===== src/rtl/stream_fifo_buf.sv =====
// Valid/ready stream buffer with DEPTH registered entries, occupancy outputs and synchronous flush; optional STREAM_FIFO_BUF_FALLTHROUGH_EN.
// Latency: 1 cycle from push to out_valid (0 cycles when empty with the fallthrough macro defined).
// Backpressure: in_ready depends only on registered state (low when full or in reset); head holds until popped.
module stream_fifo_buf #(
    parameter int WIDTH = 32,
    parameter int DEPTH = 4,
    parameter int AW    = $clog2(DEPTH)
) (
    input  logic             clk,
    input  logic             rst,
    input  logic             flush,
    input  logic [WIDTH-1:0] in_data,
    input  logic             in_valid,
    output logic             in_ready,
    output logic [WIDTH-1:0] out_data,
    output logic             out_valid,
    input  logic             out_ready,
    output logic [AW:0]      count,
    output logic             full,
    output logic             empty
);
    localparam logic [AW:0] LP_FULL = (AW+1)'(DEPTH);

    logic [WIDTH-1:0] r_mem [DEPTH];
    logic [AW-1:0]    r_wr_ptr;
    logic [AW-1:0]    r_rd_ptr;
    logic [AW:0]      r_count;

    logic w_full;
    logic w_empty;
    logic w_bypass;
    logic w_push;
    logic w_pop;

    assign w_full   = (r_count == LP_FULL);
    assign w_empty  = (r_count == '0);
    assign in_ready = !w_full && !rst;

`ifdef STREAM_FIFO_BUF_FALLTHROUGH_EN
    // An empty buffer forwards the producer word directly; it is stored only if the consumer stalls.
    assign w_bypass  = w_empty && in_valid && out_ready && !rst;
    assign out_valid = !w_empty || (in_valid && !rst);
    assign out_data  = w_empty ? in_data : r_mem[r_rd_ptr];
`else
    assign w_bypass  = 1'b0;
    assign out_valid = !w_empty;
    assign out_data  = r_mem[r_rd_ptr];
`endif

    // Flush discards any handshake of its cycle, so it is folded into the push/pop terms.
    assign w_push = in_valid && in_ready && !w_bypass && !flush;
    assign w_pop  = !w_empty && out_ready && !flush;

    assign count = r_count;
    assign full  = w_full;
    assign empty = w_empty;

    always_ff @(posedge clk) begin
        if (w_push) begin
            r_mem[r_wr_ptr] <= in_data;
        end
    end

    always_ff @(posedge clk) begin
        if (rst || flush) begin
            r_wr_ptr <= '0;
            r_rd_ptr <= '0;
            r_count  <= '0;
        end else begin
            if (w_push) begin
                r_wr_ptr <= r_wr_ptr + AW'(1);
            end
            if (w_pop) begin
                r_rd_ptr <= r_rd_ptr + AW'(1);
            end
            case ({w_push, w_pop})
                2'b10:   r_count <= r_count + (AW+1)'(1);
                2'b01:   r_count <= r_count - (AW+1)'(1);
                default: r_count <= r_count;
            endcase
        end
    end
endmodule


===== config.mk =====
export PLATFORM = sky130hd
export DESIGN_NAME = stream_fifo_buf
export DESIGN_NICKNAME = d
export VERILOG_FILES = /design/src/rtl/stream_fifo_buf.sv
export SDC_FILE = /design/constraint.sdc
export NUM_CORES = 1
export LEC_CHECK = 0
export ABC_AREA = 1
export CAP_MARGIN = 20
export CORE_ASPECT_RATIO = 0.7
export CORE_MARGIN = 5
export CORE_UTILIZATION = 45
export DETAILED_ROUTE_END_ITERATION = 10
export MAX_ROUTING_LAYER = met4
export PLACE_DENSITY = 0.64
export RECOVER_POWER = 100
export SYNTH_ARGS = -nofsm -noshare
export SYNTH_HDL_FRONTEND = slang
export SYNTH_SLANG_ARGS = --single-unit

===== constraint.sdc =====
create_clock -name clk -period 7.3 [get_ports clk]
set_clock_uncertainty 0.15 [all_clocks]
set_input_delay 2.19 -clock clk [delete_from_list [all_inputs] [get_ports clk]]
set_output_delay 2.19 -clock clk [all_outputs]
set_load 0.02 [all_outputs]

==> summary.md, run 1 <==
| Metric | Value |
|---|---|
| Static Leak | `2.28 nW` |
| CP Cell Sequence | `dlygate4sd3_1, nor2_1, nand3_1, nor2_1` |
| Core ar. | `11,600 um2` |
| F_max | `169 MHz` |
| Synth Instances | `385` |
| Reg2reg start | `count[1]` |
| Endpoint class of the critical path | `flop` |
| Crit-path max FO | `32` |
| Yosys reg bits | `137` |
| VDD IR max | `0.171 mV` |
| Antenna viol nets, final | `0` |
| CTS resizes | `0` |
| Chip height | `101 um` |
| Layout cells sized above 1 | `0.0506` |
| # nets final | `506` |
| Switching Fraction | `0.191` |
| DR vias/cell | `5.11` |
| Slew HR | `-1.08` |
| Post-DP Area | `6130 um2` |
| # clock sinks | `137` |
| Initial drt markers | `227` |
| Initial Util | `0.456` |
| First-pass GRT wire length | `16,900 um` |
| Yosys cell types | `20` |
| Hold WS | `0.352 ns` |
| # fillers | `906` |
| Worst Hold End | `r_wr_ptr[1]` |
| Synth warn | `0` |
| Crit path largest cell delay | `2.33 ns` |
| Slew Limit Fails | `99` |
| Max cap viols | `3` |
| Syn Area/Cell | `13.7 um2` |
| Status | `finished, violations left` |
| Row count | `33` |
| Top cell by count, worst path | `nor2_1` |
| Worst hold path depth | `2` |
| WP data required | `7.10 ns` |
| Register-to-Register Path Depth | `4` |
| GRT Resource Usage Total | `0.163` |
| Failing checks | `max-capacitance violations, max-slew violations` |
| Drt total wl | `10,700 um` |
| Worst Tran Pin Value | `3.11 ns` |
| Die X | `140 um` |
| Grt ovf | `0` |
| # IOs | `76` |
| Largest net degree at the start of global routing | `65` |
| Die ar. | `14,100 um2` |
| Placer's final routability congestion estimate | `0.778` |
| Wire length per cell | `17.0 um` |
| Setup bufs post-CTS | `0` |
| ANT cells | `0` |
| Latest clock arrival within the worst-skew pair | `0.41 ns` |
| Slowest CP cell | `nor2_1` |
| Int Power | `0.00135 W` |
| Sw Pwr | `0.000320 W` |
| Combinational group share of total power | `0.038` |
| Routed vias | `3,227` |
| Vias in the first global route | `3,276` |
| Design area | `6600 um2` |
| Sequential Power Share | `0.520` |
| Worst R2R Setup Slack | `3.50 ns` |
| Cts hold-fix bufs | `0` |
| Area grow syn2layout | `24.7%` |
| Critical Path AT | `5.72 ns` |
| Cts bufs inserted | `17` |
| CTS tree | `done` |
| Seq/Total Area, Yosys | `0.760` |
| Non-Filler Instances | `631` |
| Largest cells by area after synthesis | `edfxtp_1 (73%), nor2_1 (5.5%), o22ai_1 (3.8%)` |
| Reg-to-reg critical path endpoint | `r_mem[0][6]` |
| Clock Power Share | `0.442` |
| Synth area leader | `edfxtp_1` |
| Worst min-delay path category | `reg2reg` |
| Total Negative Setup Slacks | `0 ns` |
| RSZ-0062 raised after global routing | `no` |
| Placed Cells | `600` |
| Final setup fails | `0` |
| CTS root buffer | `clkbuf_16` |
| Top cell type's share of synthesized area | `0.726` |
| Syn Std Cell Area | `5290 um2` |
| Post-layout min period | `5.92 ns` |
| H-Tree Depth | `4` |
| 1st-pass router iterations | `4` |
| Clk buf depth | `2` |
| Hold_sp | `r_wr_ptr[1]` |
| Crit Path Class | `in2reg` |
| PwrDens | `254 nW/um2` |
| Worst-path clk slew | `0.05 ns` |
| Mapped Nets | `428` |
| CP Launch Type | `input pin` |
| Crit share post-route | `0.811` |
| Hpwl dp | `6060 um` |
| Final Hold Fails | `0` |
| Initial antenna violation count | `0` |
| I/O Buffers | `75` |
| DRC viols | `0` |
==> final cells by class <==
class	instances	area, um2	share of cell area
clock buffer	24	452	0.0685
timing repair buffer	78	769	0.117
tap	157	196	0.0298
clock inverter	6	51.3	0.00778
multi-input combinational	208	1020	0.154
inverter	21	86.3	0.0131
sequential	137	4030	0.610
==> stage by stage <==
step                      power, W  utilization  setup WS, ns
after floorplan           0.000911            -          2.48
after global placement    0.000956        0.528          1.61
after detailed placement  0.000959        0.528          1.60
after CTS                  0.00170        0.571          1.60
after global routing       0.00173        0.569          1.08
final                      0.00167        0.569          1.38
==> layer usage <==
metal  part of all wire  GRT usage
met5                  0          -
met4              0.011     0.0581
met3              0.049     0.0450
met2               0.46      0.245
met1               0.48      0.217
==> cells by family after synthesis <==
kind of cell | Yosys count | share of synthesized area
AO/OA/AOI/OAI | 103 | 0.105
adder cells (fa/ha/maj) | 6 | 0.0156
buffers and inverters | 40 | 0.0461
flip-flops | 137 | 0.760
AND/OR/NAND/NOR | 99 | 0.0728
==> placed cells by master, fill, tap and decap left out, drive strengths merged, types with 4 or more instances in the layout <==
cell,netlist,layout
dfxtp,9,9
edfxtp,128,128
ha,5,5
nor2,78,78
a21oi,5,5
nand3,5,5
o21ai,66,66
inv,21,21
clkdlybuf4s50,0,4
clkbuf,1,25
nand2,16,16
dlygate4sd3,0,71
o22ai,32,32
clkinv,0,5
==> power by group through the flow <==
stage | sequential (W) | combinational, W | clock, W
2_1_floorplan | 0.000886 | 0.0000251 | 0
3_3_place_gp | 0.000886 | 0.0000704 | 0
3_5_place_dp | 0.000886 | 0.0000724 | 0
4_1_cts | 0.000870 | 0.0000728 | 0.000752
5_1_grt | 0.000871 | 0.0000701 | 0.000787
6_report | 0.000871 | 0.0000643 | 0.000740
==> Yosys cell counts, drive strengths merged <==
cell	number
edfxtp	128
nor2	78
o21ai	66
o22ai	32
inv	21
buf	18
nand2	16
dfxtp	9
a21oi	5
ha	5
nand3	5
clkbuf	1
fa	1
==> state kept, by name, indices dropped and copies added (netlist names), named ones only <==
register,flops
r_rd_ptr,2
r_mem,128
r_wr_ptr,2
count,3
==> worst max-delay path by stage <==
| stage | start | endpoint | slack (ns) | cells past startpoint |
|---|---|---|---|---|
| after floorplan | rst | in_ready | 2.48 | 1 |
| final | flush | r_mem[0][6] | 1.38 | 4 |
| after global placement | rst | in_ready | 1.61 | 3 |
| after detailed placement | rst | in_ready | 1.60 | 3 |
| after global routing | flush | r_mem[3][14] | 1.08 | 4 |
| after CTS | rst | in_ready | 1.60 | 3 |
==> critical path: cells and delay by family <==
kind / cells / cell delay [ns]
buffers and inverters: 1 / 0.57
and+or+nand+nor: 3 / 2.94
Note: power is estimated with default switching activity, not from simulation.
==> run 2, diff against run 1 <==
--- a/config.mk
+++ b/config.mk
@@ -12,7 +12,7 @@
 export CORE_UTILIZATION = 45
 export DETAILED_ROUTE_END_ITERATION = 10
 export MAX_ROUTING_LAYER = met4
-export PLACE_DENSITY = 0.64
+export PLACE_DENSITY = 0.67
 export RECOVER_POWER = 100
 export SYNTH_ARGS = -nofsm -noshare
 export SYNTH_HDL_FRONTEND = slang
==> constraint.sdc (replaced) <==
create_clock -name clk -period 4.9 [get_ports clk]
set_clock_uncertainty 0.15 [all_clocks]
set_input_delay 1.47 -clock clk [delete_from_list [all_inputs] [get_ports clk]]
set_output_delay 1.47 -clock clk [all_outputs]
set_load 0.02 [all_outputs]
==> summary.md, run 2 (synthesized netlist as in run 1, its figures left out) <==
| Metric | Value |
|---|---|
| Worst R2R Setup Slack | `1.91 ns (was 3.50 ns)` |
| H-Tree Depth | `4 (unchanged)` |
| Worst Tran Pin Value | `1.79 ns (was 3.11 ns)` |
| Final setup fails | `0 (unchanged)` |
| DR vias/cell | `5.12 (was 5.11)` |
| Sw Pwr | `0.000519 W (was 0.000320 W)` |
| # IOs | `76 (unchanged)` |
| F_max | `226 MHz` |
| Placer's final routability congestion estimate | `0.770 (was 0.778)` |
| Area grow syn2layout | `26.3% (was 24.7%)` |
| Cts hold-fix bufs | `0 (unchanged)` |
| ANT cells | `0 (unchanged)` |
| Hold_sp | `r_wr_ptr[1] (unchanged)` |
| Max cap viols | `1 (was 3)` |
| Failing checks | `max-capacitance violations, max-slew violations (unchanged)` |
| # nets final | `509 (was 506)` |
| Crit share post-route | `0.904` |
| CTS tree | `done (unchanged)` |
| Crit-path max FO | `64 (was 32)` |
| I/O Buffers | `75 (unchanged)` |
| Initial antenna violation count | `0 (unchanged)` |
| Commonest non-fill, non-tap cell in the layout | `edfxtp_1 (unchanged)` |
| Core ar. | `11,600 um2 (unchanged)` |
| RSZ-0062 raised after global routing | `no (unchanged)` |
| WP data required | `3.28 ns (was 7.10 ns)` |
| Crit Path Class | `reg2out (was in2reg)` |
| Reg-to-reg critical path endpoint | `r_mem[1][3] (was r_mem[0][6])` |
| Cts bufs inserted | `17 (unchanged)` |
| Register-to-Register Path Depth | `5 (was 4)` |
| VDD IR max | `0.259 mV (was 0.171 mV)` |
| CTS resizes | `0 (unchanged)` |
| Antenna viol nets, final | `0 (unchanged)` |
| Int Power | `0.00202 W (was 0.00135 W)` |
| Die X | `140 um (unchanged)` |
| Worst setup path endpoint | `out_data[20] (was r_mem[0][6])` |
| Die ar. | `14,100 um2 (unchanged)` |
| GRT Resource Usage Total | `0.166 (was 0.163)` |
| Initial Util | `0.456 (unchanged)` |
| Largest net degree at the start of global routing | `65 (unchanged)` |
| Static Leak | `2.31 nW (was 2.28 nW)` |
| Grt ovf | `0 (unchanged)` |
| Vias in the first global route | `3,182 (was 3,276)` |
| Wire length per cell | `17.1 um (was 17.0 um)` |
| Worst min-delay path category | `reg2reg (unchanged)` |
| PwrDens | `380 nW/um2 (was 254 nW/um2)` |
| Post-layout min period | `4.43 ns` |
| CP Launch Type | `flop (was input pin)` |
| Sequential Power Share | `0.510 (was 0.520)` |
| Latest clock arrival within the worst-skew pair | `0.41 ns (about the same)` |
| Status | `finished, violations left (unchanged)` |
| Routed vias | `3,257 (was 3,227)` |
| Largest register FFs | `128 (unchanged)` |
| First-pass GRT wire length | `17,200 um (was 16,900 um)` |
| # fillers | `914 (was 906)` |
| Slew HR | `-0.198 (was -1.08)` |
| Util after Layout | `0.576 (was 0.569)` |
| # clock sinks | `137 (unchanged)` |
| Largest Register | `r_mem (unchanged)` |
| DRC viols | `0 (unchanged)` |
| Worst-path clk slew | `0.06 ns (was 0.05 ns)` |
| Final Hold Fails | `0 (unchanged)` |
| Reg2reg start | `count[1] (unchanged)` |
| Hpwl dp | `6340 um (was 6060 um)` |
| Commonest cells after routing, fill and taps aside | `edfxtp_1 (128), nor2_1 (78), dlygate4sd3_1 (68) (was edfxtp_1 (128), nor2_1 (78), dlygate4sd3_1 (71))` |
| Setup bufs post-CTS | `0 (unchanged)` |
| Clk buf depth | `2 (unchanged)` |
| Worst hold path depth | `2 (unchanged)` |
| Initial drt markers | `254 (was 227)` |
| Critical Path AT | `2.81 ns (was 5.72 ns)` |
| Layout cells sized above 1 | `0.0752 (was 0.0506)` |
| Total Negative Setup Slacks | `0 ns (unchanged)` |
| Drt total wl | `10,900 um (was 10,700 um)` |
| 1st-pass router iterations | `4 (unchanged)` |
| Chip height | `101 um (unchanged)` |
| Combinational group share of total power | `0.038 (about the same)` |
| Endpoint class of the critical path | `output pin (was flop)` |
| Slew Limit Fails | `16 (was 99)` |
| Row count | `33 (unchanged)` |
| Switching Fraction | `0.204 (was 0.191)` |
| Clock Power Share | `0.451 (was 0.442)` |
| CTS root buffer | `clkbuf_16 (unchanged)` |
## run 2: cell types whose count changed in the layout (fill, tap and decap cells not counted), moves of 2 or more
cell / change
buf_12: +3
inv_6: +2
clkbuf_1: -8
clkinv_2: +2
clkinvlp_4: +3
clkbuf_2: +2
clkdlybuf4s50_1: +3
clkinv_1: +2
dlygate4sd3_1: -3
## run 2: through the flow
step / power, W / setup WS, ns / instance area (um2) / cells / hold slack (ns)
finish: 0.00254 / 0.471 / 6680 / 636 / 0.355
global route: 0.00262 / 0.278 / 6680 / 636 / 0.379
CTS: 0.00257 / 0.604 / 6730 / 636 / 0.353
detailed placement: 0.00143 / 0.613 / 6190 / 604 / 0.344
global placement: 0.00143 / 0.650 / 6190 / 604 / 0.336
floorplan: 0.00136 / 1.15 / 5290 / 385 / 0.312
## run 2: how the worst min path moves through the flow
stage | to | slack [ns]
final | r_wr_ptr[1] | 0.36
after global placement | r_rd_ptr[1] | 0.34
after CTS | r_wr_ptr[1] | 0.35
after detailed placement | r_wr_ptr[1] | 0.34
after floorplan | flop | 0.31
after global routing | r_rd_ptr[1] | 0.38
## run 2: per-layer routing
metal	vias up	share of wire	global-route usage
li1	1580	-	-
met1	1570	0.50	0.231
met2	97	0.44	0.235
met3	10	0.056	0.0479
met4	0	0.010	0.0558
met5	-	0	-
## run 2: power groups by stage
stage	Sequential, W	Clock [W]	Combinational, W
2_1_floorplan	0.00132	0	0.0000375
3_3_place_gp	0.00132	0	0.000107
3_5_place_dp	0.00132	0	0.000109
4_1_cts	0.00130	0.00116	0.000110
5_1_grt	0.00130	0.00122	0.000106
6_report	0.00130	0.00115	0.0000970
## run 2: cell type report
cell class,count,area (um2),area share
clock buffer,17,425,0.0637
clock inverter,15,109,0.0163
inverter,21,81.3,0.0122
multi-input combinational,208,1020,0.152
sequential,137,4030,0.602
tap,157,196,0.0294
timing repair buffer,81,828,0.124
## run 2: critical path, stage by stage (launching register included)
cell           delay, ns
dfxtp_2             0.50
buf_12              0.26
inv_4               0.52
nor2_1              0.08
o22ai_1             0.28
dlygate4sd3_1       0.73
==> run 3, diff against run 2 <==
--- a/config.mk
+++ b/config.mk
@@ -5,7 +5,6 @@
 export SDC_FILE = /design/constraint.sdc
 export NUM_CORES = 1
 export LEC_CHECK = 0
-export ABC_AREA = 1
 export CAP_MARGIN = 20
 export CORE_ASPECT_RATIO = 0.7
 export CORE_MARGIN = 5
==> summary.md, run 3 <==
| Metric | Value |
|---|---|
| Status | `finished, violations left (unchanged)` |
| Failing checks | `max-capacitance violations, max-slew violations (unchanged)` |
| Grt ovf | `0 (unchanged)` |
| Cell with the most instances after synthesis | `edfxtp_1 (unchanged)` |
| Top cell type's share of synthesized area | `0.750 (was 0.726)` |
| Hold_sp | `r_rd_ptr[1] (was r_wr_ptr[1])` |
| Slew HR | `-0.148 (was -0.198)` |
| GRT Resource Usage Total | `0.148 (was 0.166)` |
| # nets final | `358 (was 509)` |
| Final Power | `0.00269 W (was 0.00254 W)` |
| Latest clock arrival within the worst-skew pair | `0.40 ns (was 0.41 ns)` |
| Worst-path clk slew | `0.06 ns (about the same)` |
| Wire length per cell | `18.6 um (was 17.1 um)` |
| Routed vias | `2,433 (was 3,257)` |
| Slew Limit Fails | `132 (was 16)` |
| Synth Instances | `227 (was 385)` |
| Mapped Nets | `270 (was 428)` |
| Static Leak | `2.14 nW (was 2.31 nW)` |
| F_max | `231 MHz (was 226 MHz)` |
| Crit share post-route | `0.884 (was 0.904)` |
| WP data required | `3.28 ns (about the same)` |
| Cts hold-fix bufs | `0 (unchanged)` |
| Commonest non-fill, non-tap cell in the layout | `edfxtp_1 (unchanged)` |
| Area grow syn2layout | `29.1% (was 26.3%)` |
| Fin worst setup slack | `0.570 ns (was 0.471 ns)` |
| Clk buf depth | `2 (unchanged)` |
| Max cap viols | `4 (was 1)` |
| Largest register FFs | `128 (unchanged)` |
| Sequential Power Share | `0.482 (was 0.510)` |
| Crit-path max FO | `14 (was 64)` |
| RSZ-0062 raised after global routing | `no (unchanged)` |
| ANT cells | `0 (unchanged)` |
| EDFF count, synth | `128 (unchanged)` |
| Worst Tran Pin Value | `1.72 ns (was 1.79 ns)` |
| Most used flip-flop cell after synthesis | `edfxtp_1 (unchanged)` |
| I/O Buffers | `75 (unchanged)` |
| Final setup fails | `0 (unchanged)` |
| Cts bufs inserted | `17 (unchanged)` |
| Reg2reg start | `count[0] (was count[1])` |
| Syn Area/Cell | `22.6 um2 (was 13.7 um2)` |
| Antenna viol nets, final | `0 (unchanged)` |
| Total Negative Setup Slacks | `0 ns (unchanged)` |
| DRC viols | `0 (unchanged)` |
| Critical Path AT | `2.71 ns (was 2.81 ns)` |
| Post-DP Area | `6030 um2 (was 6190 um2)` |
| Drt total wl | `8950 um (was 10,900 um)` |
| Dpl ws | `0.639 ns (was 0.613 ns)` |
| Clock Power Share | `0.485 (was 0.451)` |
| Yosys cell types | `26 (was 20)` |
| Placer's final routability congestion estimate | `0.677 (was 0.770)` |
| Syn Std Cell Area | `5130 um2 (was 5290 um2)` |
| Hpwl dp | `5300 um (was 6340 um)` |
| Synth area leader | `edfxtp_1 (unchanged)` |
| Seq/Total Area, Yosys | `0.785 (was 0.760)` |
| Hold WS | `0.343 ns (was 0.355 ns)` |
| Switching Fraction | `0.188 (was 0.204)` |
| Synth warn | `0 (unchanged)` |
| Design area | `6620 um2 (was 6680 um2)` |
| Core ar. | `11,100 um2 (was 11,600 um2)` |
| Row count | `32 (was 33)` |
| # clock sinks | `137 (unchanged)` |
| DR vias/cell | `5.06 (was 5.12)` |
| Largest net degree at the start of global routing | `33 (was 65)` |
| VDD IR max | `0.249 mV (was 0.259 mV)` |
| Die X | `138 um (was 140 um)` |
| Initial drt markers | `131 (was 254)` |
| PwrDens | `406 nW/um2 (was 380 nW/um2)` |
| Setup bufs post-CTS | `0 (unchanged)` |
| First-pass GRT wire length | `14,200 um (was 17,200 um)` |
| # IOs | `76 (unchanged)` |
| 1st-pass router iterations | `4 (unchanged)` |
| Worst min-delay path category | `reg2reg (unchanged)` |
| Asr flop ratio synth | `0 (unchanged)` |
| Initial antenna violation count | `0 (unchanged)` |
| CP Launch Type | `flop (unchanged)` |
| CTS root buffer | `clkbuf_16 (unchanged)` |
| Synth top cells by count | `edfxtp_1 (128), mux4_2 (32), dfxtp_1 (9), a21oi_1 (7) (was edfxtp_1 (128), nor2_1 (77), o21ai_0 (38), o22ai_1 (32), o21ai_1 (28))` |
| Vias in the first global route | `2,608 (was 3,182)` |
| CTS tree | `done (unchanged)` |
| Yosys reg bits | `137 (unchanged)` |
| Largest Register | `r_mem (unchanged)` |
| Commonest cells after routing, fill and taps aside | `edfxtp_1 (128), dlygate4sd3_1 (59), mux4_2 (32) (was edfxtp_1 (128), nor2_1 (78), dlygate4sd3_1 (68))` |
| H-Tree Depth | `4 (unchanged)` |
| Int Power | `0.00218 W (was 0.00202 W)` |
| Layout cells sized above 1 | `0.198 (was 0.0752)` |
| Chip height | `99.3 um (was 101 um)` |
| Endpoint class of the critical path | `output pin (unchanged)` |
| CTS resizes | `0 (unchanged)` |
| Post-layout min period | `4.33 ns (was 4.43 ns)` |
| Combinational group share of total power | `0.033 (was 0.038)` |
| Sw Pwr | `0.000504 W (was 0.000519 W)` |
| Final Hold Fails | `0 (unchanged)` |
| Initial Util | `0.462 (was 0.456)` |
| Crit Path Class | `reg2out (unchanged)` |
| Die ar. | `13,700 um2 (was 14,100 um2)` |
| Largest cells by area after synthesis | `edfxtp_1 (75%), mux4_2 (14%), dfxtp_1 (3.5%) (was edfxtp_1 (73%), nor2_1 (5.5%), o22ai_1 (3.8%))` |
run 3: cell types whose count changed after synthesis, moves of 13 or more:
cell and change:
inv_1 -13, mux4_2 +32, nand2_1 -15, nor2_1 -71, o21ai_0 -35, o21ai_1 -26
o22ai_1 -32
run 3: path summary, 6_finish.rpt:
check	to	slack, ns	depth (start not counted)
worst max-delay path	out_data[29]	0.57	3
worst min-delay path	flop	0.34	2
worst max register to register	r_mem[0][28]	2.06	4
worst min register to register	flop	0.34	2
run 3: cell type report:
cell class,count,area (um2)
clock buffers,19,433
clock inverters,13,176
fillers,827,4470
inverters,8,31.3
multi-input cells,74,1000
flip-flops and latches,137,4030
well taps,153,191
repair buffers,77,763
run 3: power by group through the flow:
| stage | logic (W) | clock network, W | registers [W] |
|---|---|---|---|
| floorplan | 0.0000329 | 0 | 0.00132 |
| global placement | 0.0000949 | 0 | 0.00132 |
| detailed placement | 0.0000969 | 0 | 0.00132 |
| CTS | 0.0000975 | 0.00133 | 0.00129 |
| global route | 0.0000954 | 0.00138 | 0.00130 |
| finish | 0.0000875 | 0.00130 | 0.00129 |
run 3: metal layers:
layer / up-vias / GRT usage / part of all wire
li1: 1115 / - / -
met1: 1223 / 0.195 / 0.44
met4: 0 / 0.0621 / 0.013
met2: 83 / 0.214 / 0.48
met3: 12 / 0.0435 / 0.070
met5: - / - / 0
run 3: critical path, cell delays in order, from the launching register on:
cell	delay, ns
dfxtp_1	0.67
buf_4	0.40
mux4_2	0.56
dlygate4sd3_1	0.67
run 3: cells by family after synthesis:
group | count (synthesis) | share of synthesized area
compound gates | 12 | 0.0117
xor+xnor | 2 | 0.00342
fa+ha+maj | 6 | 0.0161
buf+inv | 16 | 0.0185
flops | 137 | 0.785
mux | 32 | 0.141
simple gates | 22 | 0.0249
run 3: through the flow:
step	instances	utilization
after global placement	449	0.544
after CTS	481	0.598
after floorplan	227	-
after detailed placement	449	0.544
after global routing	481	0.597
final	481	0.597
==> patch 1 (config.mk and constraints of run 3) <==
`WIDTH`: 32 -> 36.
--- a/src/rtl/stream_fifo_buf.sv
+++ b/src/rtl/stream_fifo_buf.sv
@@ -2,7 +2,7 @@
 // Latency: 1 cycle from push to out_valid (0 cycles when empty with the fallthrough macro defined).
 // Backpressure: in_ready depends only on registered state (low when full or in reset); head holds until popped.
 module stream_fifo_buf #(
-    parameter int WIDTH = 32,
+    parameter int WIDTH = 36,
     parameter int DEPTH = 4,
     parameter int AW    = $clog2(DEPTH)
 ) (
Ports: changed (resized in_data and out_data); port bits go from 76 to 84. The function was not compared with the original's and may differ.
==> patch 1 against run 3 <==
- area after synthesis is 12% higher
- global-route usage is 0.086 points lower
- final cell count is 8.9% higher
- sequential cell count is 16 higher
- utilization is 1.2 points lower
- total power is 4.2% higher
- combinational power is 9.7% higher
- routed wire length is 13% higher
- design area is 10% higher
- setup slack worse by 0.17 ns
==> patch 1: results (changes against run 3) <==
Synth Flop Type: edfxtp_1 (unchanged)
Final Net Count: 395 (was 358)
Worst skew pair latency: 0.40 ns (about the same)
Cell family with the largest share of critical-path delay: buffers and inverters (unchanged)
Clock slew at the register clock pins of the worst setup and hold paths: 0.06 ns (about the same)
Via count: 2778 (was 2433)
Syn. warnings: 0 (unchanged)
Syn nets: 295 (was 270)
Clock root buffer: clkbuf_16 (unchanged)
Post-synthesis sequential area ratio: 78.6% (was 78.5%)
Max stage delay cell, worst path: dfxtp_1 (unchanged)
Cells on worst reg2reg path: 5 (was 4)
All-Layer GR Usage: 14.7% (was 14.8%)
Min-delay worst type: reg -> reg (unchanged)
EDFF count, synth: 144 (was 128)
Outcome: complete, no violations (was finished with violations)
Worst Max-Slew Pin Slew: 1.38 ns (was 1.72 ns)
Max VDD drop: 0.276 mV (was 0.249 mV)
Final HPWL DP: 6200 um (was 5300 um)
Most area-consuming cells after synthesis: edfxtp_1 75%, mux4_2 14%, dfxtp_1 3.1%, ha_1 1.1%, buf_12 1.0% (was edfxtp_1 75%, mux4_2 14%, dfxtp_1 3.5%, ha_1 1.2%, buf_6 0.88%)
Reg with most FFs: r_mem (unchanged)
Htree depth: 4 (unchanged)
Cell count after placement: 491 (was 449)
Async SR Flop Fraction: 0% (unchanged)
PortBufs: 83 (was 75)
Critical path's largest stage delay: 1.03 ns (was 0.67 ns)
Initial drt markers: 125 (was 131)
First-pass GRT wire length: 15900 um (was 14200 um)
Drt pass-1 iters: 4 (unchanged)
Max cap viols: 0 (was 4)
LEAKAGE: 2.33 nW (was 2.14 nW)
CP Data Arrival Time: 2.88 ns (was 2.71 ns)
Yosys cell types: 28 (was 26)
Largest net degree at the start of global routing: 23 (was 33)
Max FFs per register: 144 (was 128)
Layout cells sized above 1: 19.9% (was 19.8%)
CTS Buffer Depth: 2 (unchanged)
Initial antenna violation count: 1 (was 0)
Via count of the first global-routing pass: 2927 (was 2608)
Per-cell routed wire length: 19.3 um (was 18.6 um)
CP Max Fanout: 20 (was 14)
Num CTS Buffers: 17 (unchanged)
Post-synth top cells: 144 x edfxtp_1, 36 x mux4_2, 9 x dfxtp_1 (was 128 x edfxtp_1, 32 x mux4_2, 9 x dfxtp_1)
Mapped Cells: 248 (was 227)
RePlAce Congestion: 0.777 (was 0.677)
Final WL: 10100 um (was 8950 um)
Hold path cells: 2 (unchanged)
PostCTS Resize Cnt: 0 (unchanged)
Post-CTS Setup Bufs: 0 (unchanged)
## patch 1: changes by cell type in the layout (fill, tap and decap cells not counted), sizes merged
cell / delta
mux4: +4
buf: +1
clkinvlp: +1
clkbuf: +4
inv: +1
diode: +1
clkdlybuf4s50: -6
edfxtp: +16
bufinv: -2
dlygate4sd3: +14
## patch 1: cells by family (layout without fill, tap and decap cells)
logic type / Yosys count / after routing / share of synthesized area, %
XOR/XNOR: 2 / 2 / 0.306
AND/OR/NAND/NOR: 22 / 22 / 2.23
other: 0 / 1 / 0
AO/OA/AOI/OAI: 12 / 12 / 1.05
adder cells (fa/ha/maj): 6 / 6 / 1.44
multiplexers: 36 / 36 / 14.2
flip-flops: 153 / 153 / 78.6
buffers and inverters: 17 / 130 / 2.21
## patch 1: cell type report
type,count,area [um^2]
inverters,8,31.3
diodes,1,2.50
flip-flops and latches,153,4510
multi-input cells,78,1090
clock inverters,13,146
repair buffers,90,877
clock buffers,19,433
fillers,918,5170
well taps,162,203
## patch 1: worst paths after layout
path / start / to / slack, ns
max: flip-flop / out_data[5] / 0.40
min: r_rd_ptr[1] / r_rd_ptr[1] / 0.35
max reg2reg: count[1] / r_mem[1][13] / 1.68
min reg2reg: r_rd_ptr[1] / r_rd_ptr[1] / 0.35
## patch 1: worst min-delay path: cells and delay by family (launching register included)
kind,cells,cell delay (ns)
DFF,1,0.30
AOI/OAI and AO/OA,2,0.15
## patch 1: power by group
part	switching, mW	leakage (nW)	total, mW	internal (mW)
registers	0.00376	1.37	1.45	1.44
clock network	0.502	0.278	1.26	0.755
logic	0.0488	0.676	0.0960	0.0472
## patch 1: metrics by stage
step / instance area [um^2] / hold slack (ns) / total power, mW / setup slack, ns
2_1_floorplan: 5730 / 0.309 / 1.51 / 1.52
3_3_place_gp: 6750 / 0.312 / 1.58 / 0.651
3_5_place_dp: 6750 / 0.331 / 1.58 / 0.632
4_1_cts: 7330 / 0.344 / 2.83 / 0.619
5_1_grt: 7290 / 0.395 / 2.90 / 0.286
6_report: 7290 / 0.354 / 2.80 / 0.400
## patch 1: per-layer routing
layer / share of wire, % / vias up / global-route usage (%)
met5: 0 / - / -
met4: 1.4 / 0 / 5.39
met3: 5.4 / 15 / 3.95
met2: 47 / 71 / 21.5
met1: 46 / 1460 / 19.8
li1: - / 1232 / -
==> patch 2 (config.mk and constraints of run 3) <==
Made on the original files. Register the output `count` once more, without a reset; this adds one clock of latency there. The other outputs are not delayed to match.
--- a/src/rtl/stream_fifo_buf.sv
+++ b/src/rtl/stream_fifo_buf.sv
@@ -51,7 +51,9 @@
     assign w_push = in_valid && in_ready && !w_bypass && !flush;
     assign w_pop  = !w_empty && out_ready && !flush;
 
-    assign count = r_count;
+    always_ff @(posedge clk) begin
+        count <= r_count;
+    end
     assign full  = w_full;
     assign empty = w_empty;
 
Function: changed (a bounded check fails within 4 cycles, from zero or initial values).
==> patch 2 against run 3 <==
- the run still ends with capacitance limit, slew limit left
- total power increased by 5.6%
- design area up 2.0%
- synthesized cell count up 1.3%
- setup slack improved by 0.012 ns
- sequential cell count rose by 3
- global-route usage about the same
- area after synthesis grew 1.2%
- first-iteration DRC count is 16% lower
- routed wire length grew 1.4%
- highest routed layer unchanged
==> patch 2: results (changes against run 3) <==
Outcome: finished with violations (unchanged)
Failing checks: capacitance limit, slew limit (unchanged)
RePlAce Congestion: 0.695 (was 0.677)
All-Layer GR Usage: 14.7% (was 14.8%)
LEAKAGE: 2.19 nW (was 2.14 nW)
Most area-consuming cells after synthesis: edfxtp_1 74%, mux4_2 14%, dfxtp_1 4.6%, ha_1 1.2%, buf_6 0.87% (was edfxtp_1 75%, mux4_2 14%, dfxtp_1 3.5%, ha_1 1.2%, buf_6 0.88%)
Area after DPL: 6090 um^2 (was 6030 um^2)
Pre-CTS setup slack: 0.624 ns (was 0.639 ns)
Initial drt markers: 110 (was 131)
Slew Viols, Final: 132 (unchanged)
Final Non-Filler Cells: 483 (was 481)
Max cap viols: 4 (unchanged)
First-pass GRT wire length: 14900 um (was 14200 um)
PortBufs: 75 (unchanged)
Syn. warnings: 0 (unchanged)
Post-synth top cells: 128 x edfxtp_1, 32 x mux4_2, 12 x dfxtp_1 (was 128 x edfxtp_1, 32 x mux4_2, 9 x dfxtp_1)
Max VDD drop: 0.261 mV (was 0.249 mV)
Cells on worst reg2reg path: 4 (unchanged)
Mapped Cells: 230 (was 227)
Net switching power: 0.522 mW (was 0.504 mW)
Syn nets: 273 (was 270)
Min-delay worst type: reg -> reg (unchanged)
Yosys cell types: 26 (unchanged)
Max stage delay cell, worst path: dlygate4sd3_1 (was dfxtp_1)
Final Net Count: 360 (was 358)
Vias per cell: 5.08 (was 5.06)
Layout cells sized above 1: 20.6% (was 19.8%)
Worst Max-Slew Pin Slew: 1.74 ns (was 1.72 ns)
CP Max Fanout: 3 (was 14)
Hold path cells: 0 (was 2)
Cell family with the largest share of critical-path delay: buffers and inverters (unchanged)
CP Data Arrival Time: 2.70 ns (was 2.71 ns)
Per-cell routed wire length: 18.8 um (was 18.6 um)
Post-synthesis sequential area ratio: 78.7% (was 78.5%)
Cell count after placement: 451 (was 449)
Largest net degree at the start of global routing: 33 (unchanged)
Via count of the first global-routing pass: 2698 (was 2608)
Final HPWL DP: 5410 um (was 5300 um)
==> patch 2: cell count changes after synthesis <==
cell,delta
dfxtp_1,+3
==> patch 2: final timing paths <==
path	slack, ns	end	startpoint
setup / recovery	0.58	in_ready	rst
setup reg to reg	2.05	r_mem[2][3]	r_count[2]
hold reg to reg	0.25	count[2]	r_count[2]
hold / removal	0.25	count[2]	r_count[2]
==> patch 2: cells by family after synthesis <==
kind of cell	share of synthesized area [%]
flip-flops	78.7
multiplexers	13.9
AND/OR/NAND/NOR	2.46
buffers and inverters	1.83
AO/OA/AOI/OAI	1.16
adder cells (fa/ha/maj)	1.59
XOR/XNOR	0.338
==> patch 2: final cells by class <==
type / count / area, um^2
fill: 820 / 4380
sequential: 140 / 4090
multi-input combinational: 74 / 1000
timing repair buffer: 76 / 771
clock buffer: 17 / 425
clock inverter: 15 / 245
tap: 153 / 191
inverter: 8 / 31.3
==> patch 2: worst register-to-register path, stage by stage (launching register included) <==
cell and delay (ns):
dfxtp_1 0.34, or3b_4 0.26, clkinv_2 0.08, nor2_1 0.21
and3_1 1.38
==> patch 2: power groups by stage <==
stage / logic, mW / clock network, mW / registers, mW
5_1_grt: 0.0948 / 1.51 / 1.32
3_3_place_gp: 0.0951 / 0 / 1.34
4_1_cts: 0.0974 / 1.45 / 1.32
3_5_place_dp: 0.0969 / 0 / 1.34
6_report: 0.0868 / 1.43 / 1.32
2_1_floorplan: 0.0329 / 0 / 1.34
==> patch 2: per-layer routing <==
metal / GRT usage [%] / part of all wire, %
met1: 19.9 / 48
met2: 21.6 / 48
met3: 4.52 / 3.5
met4: 5.01 / 0.80
met5: - / 0
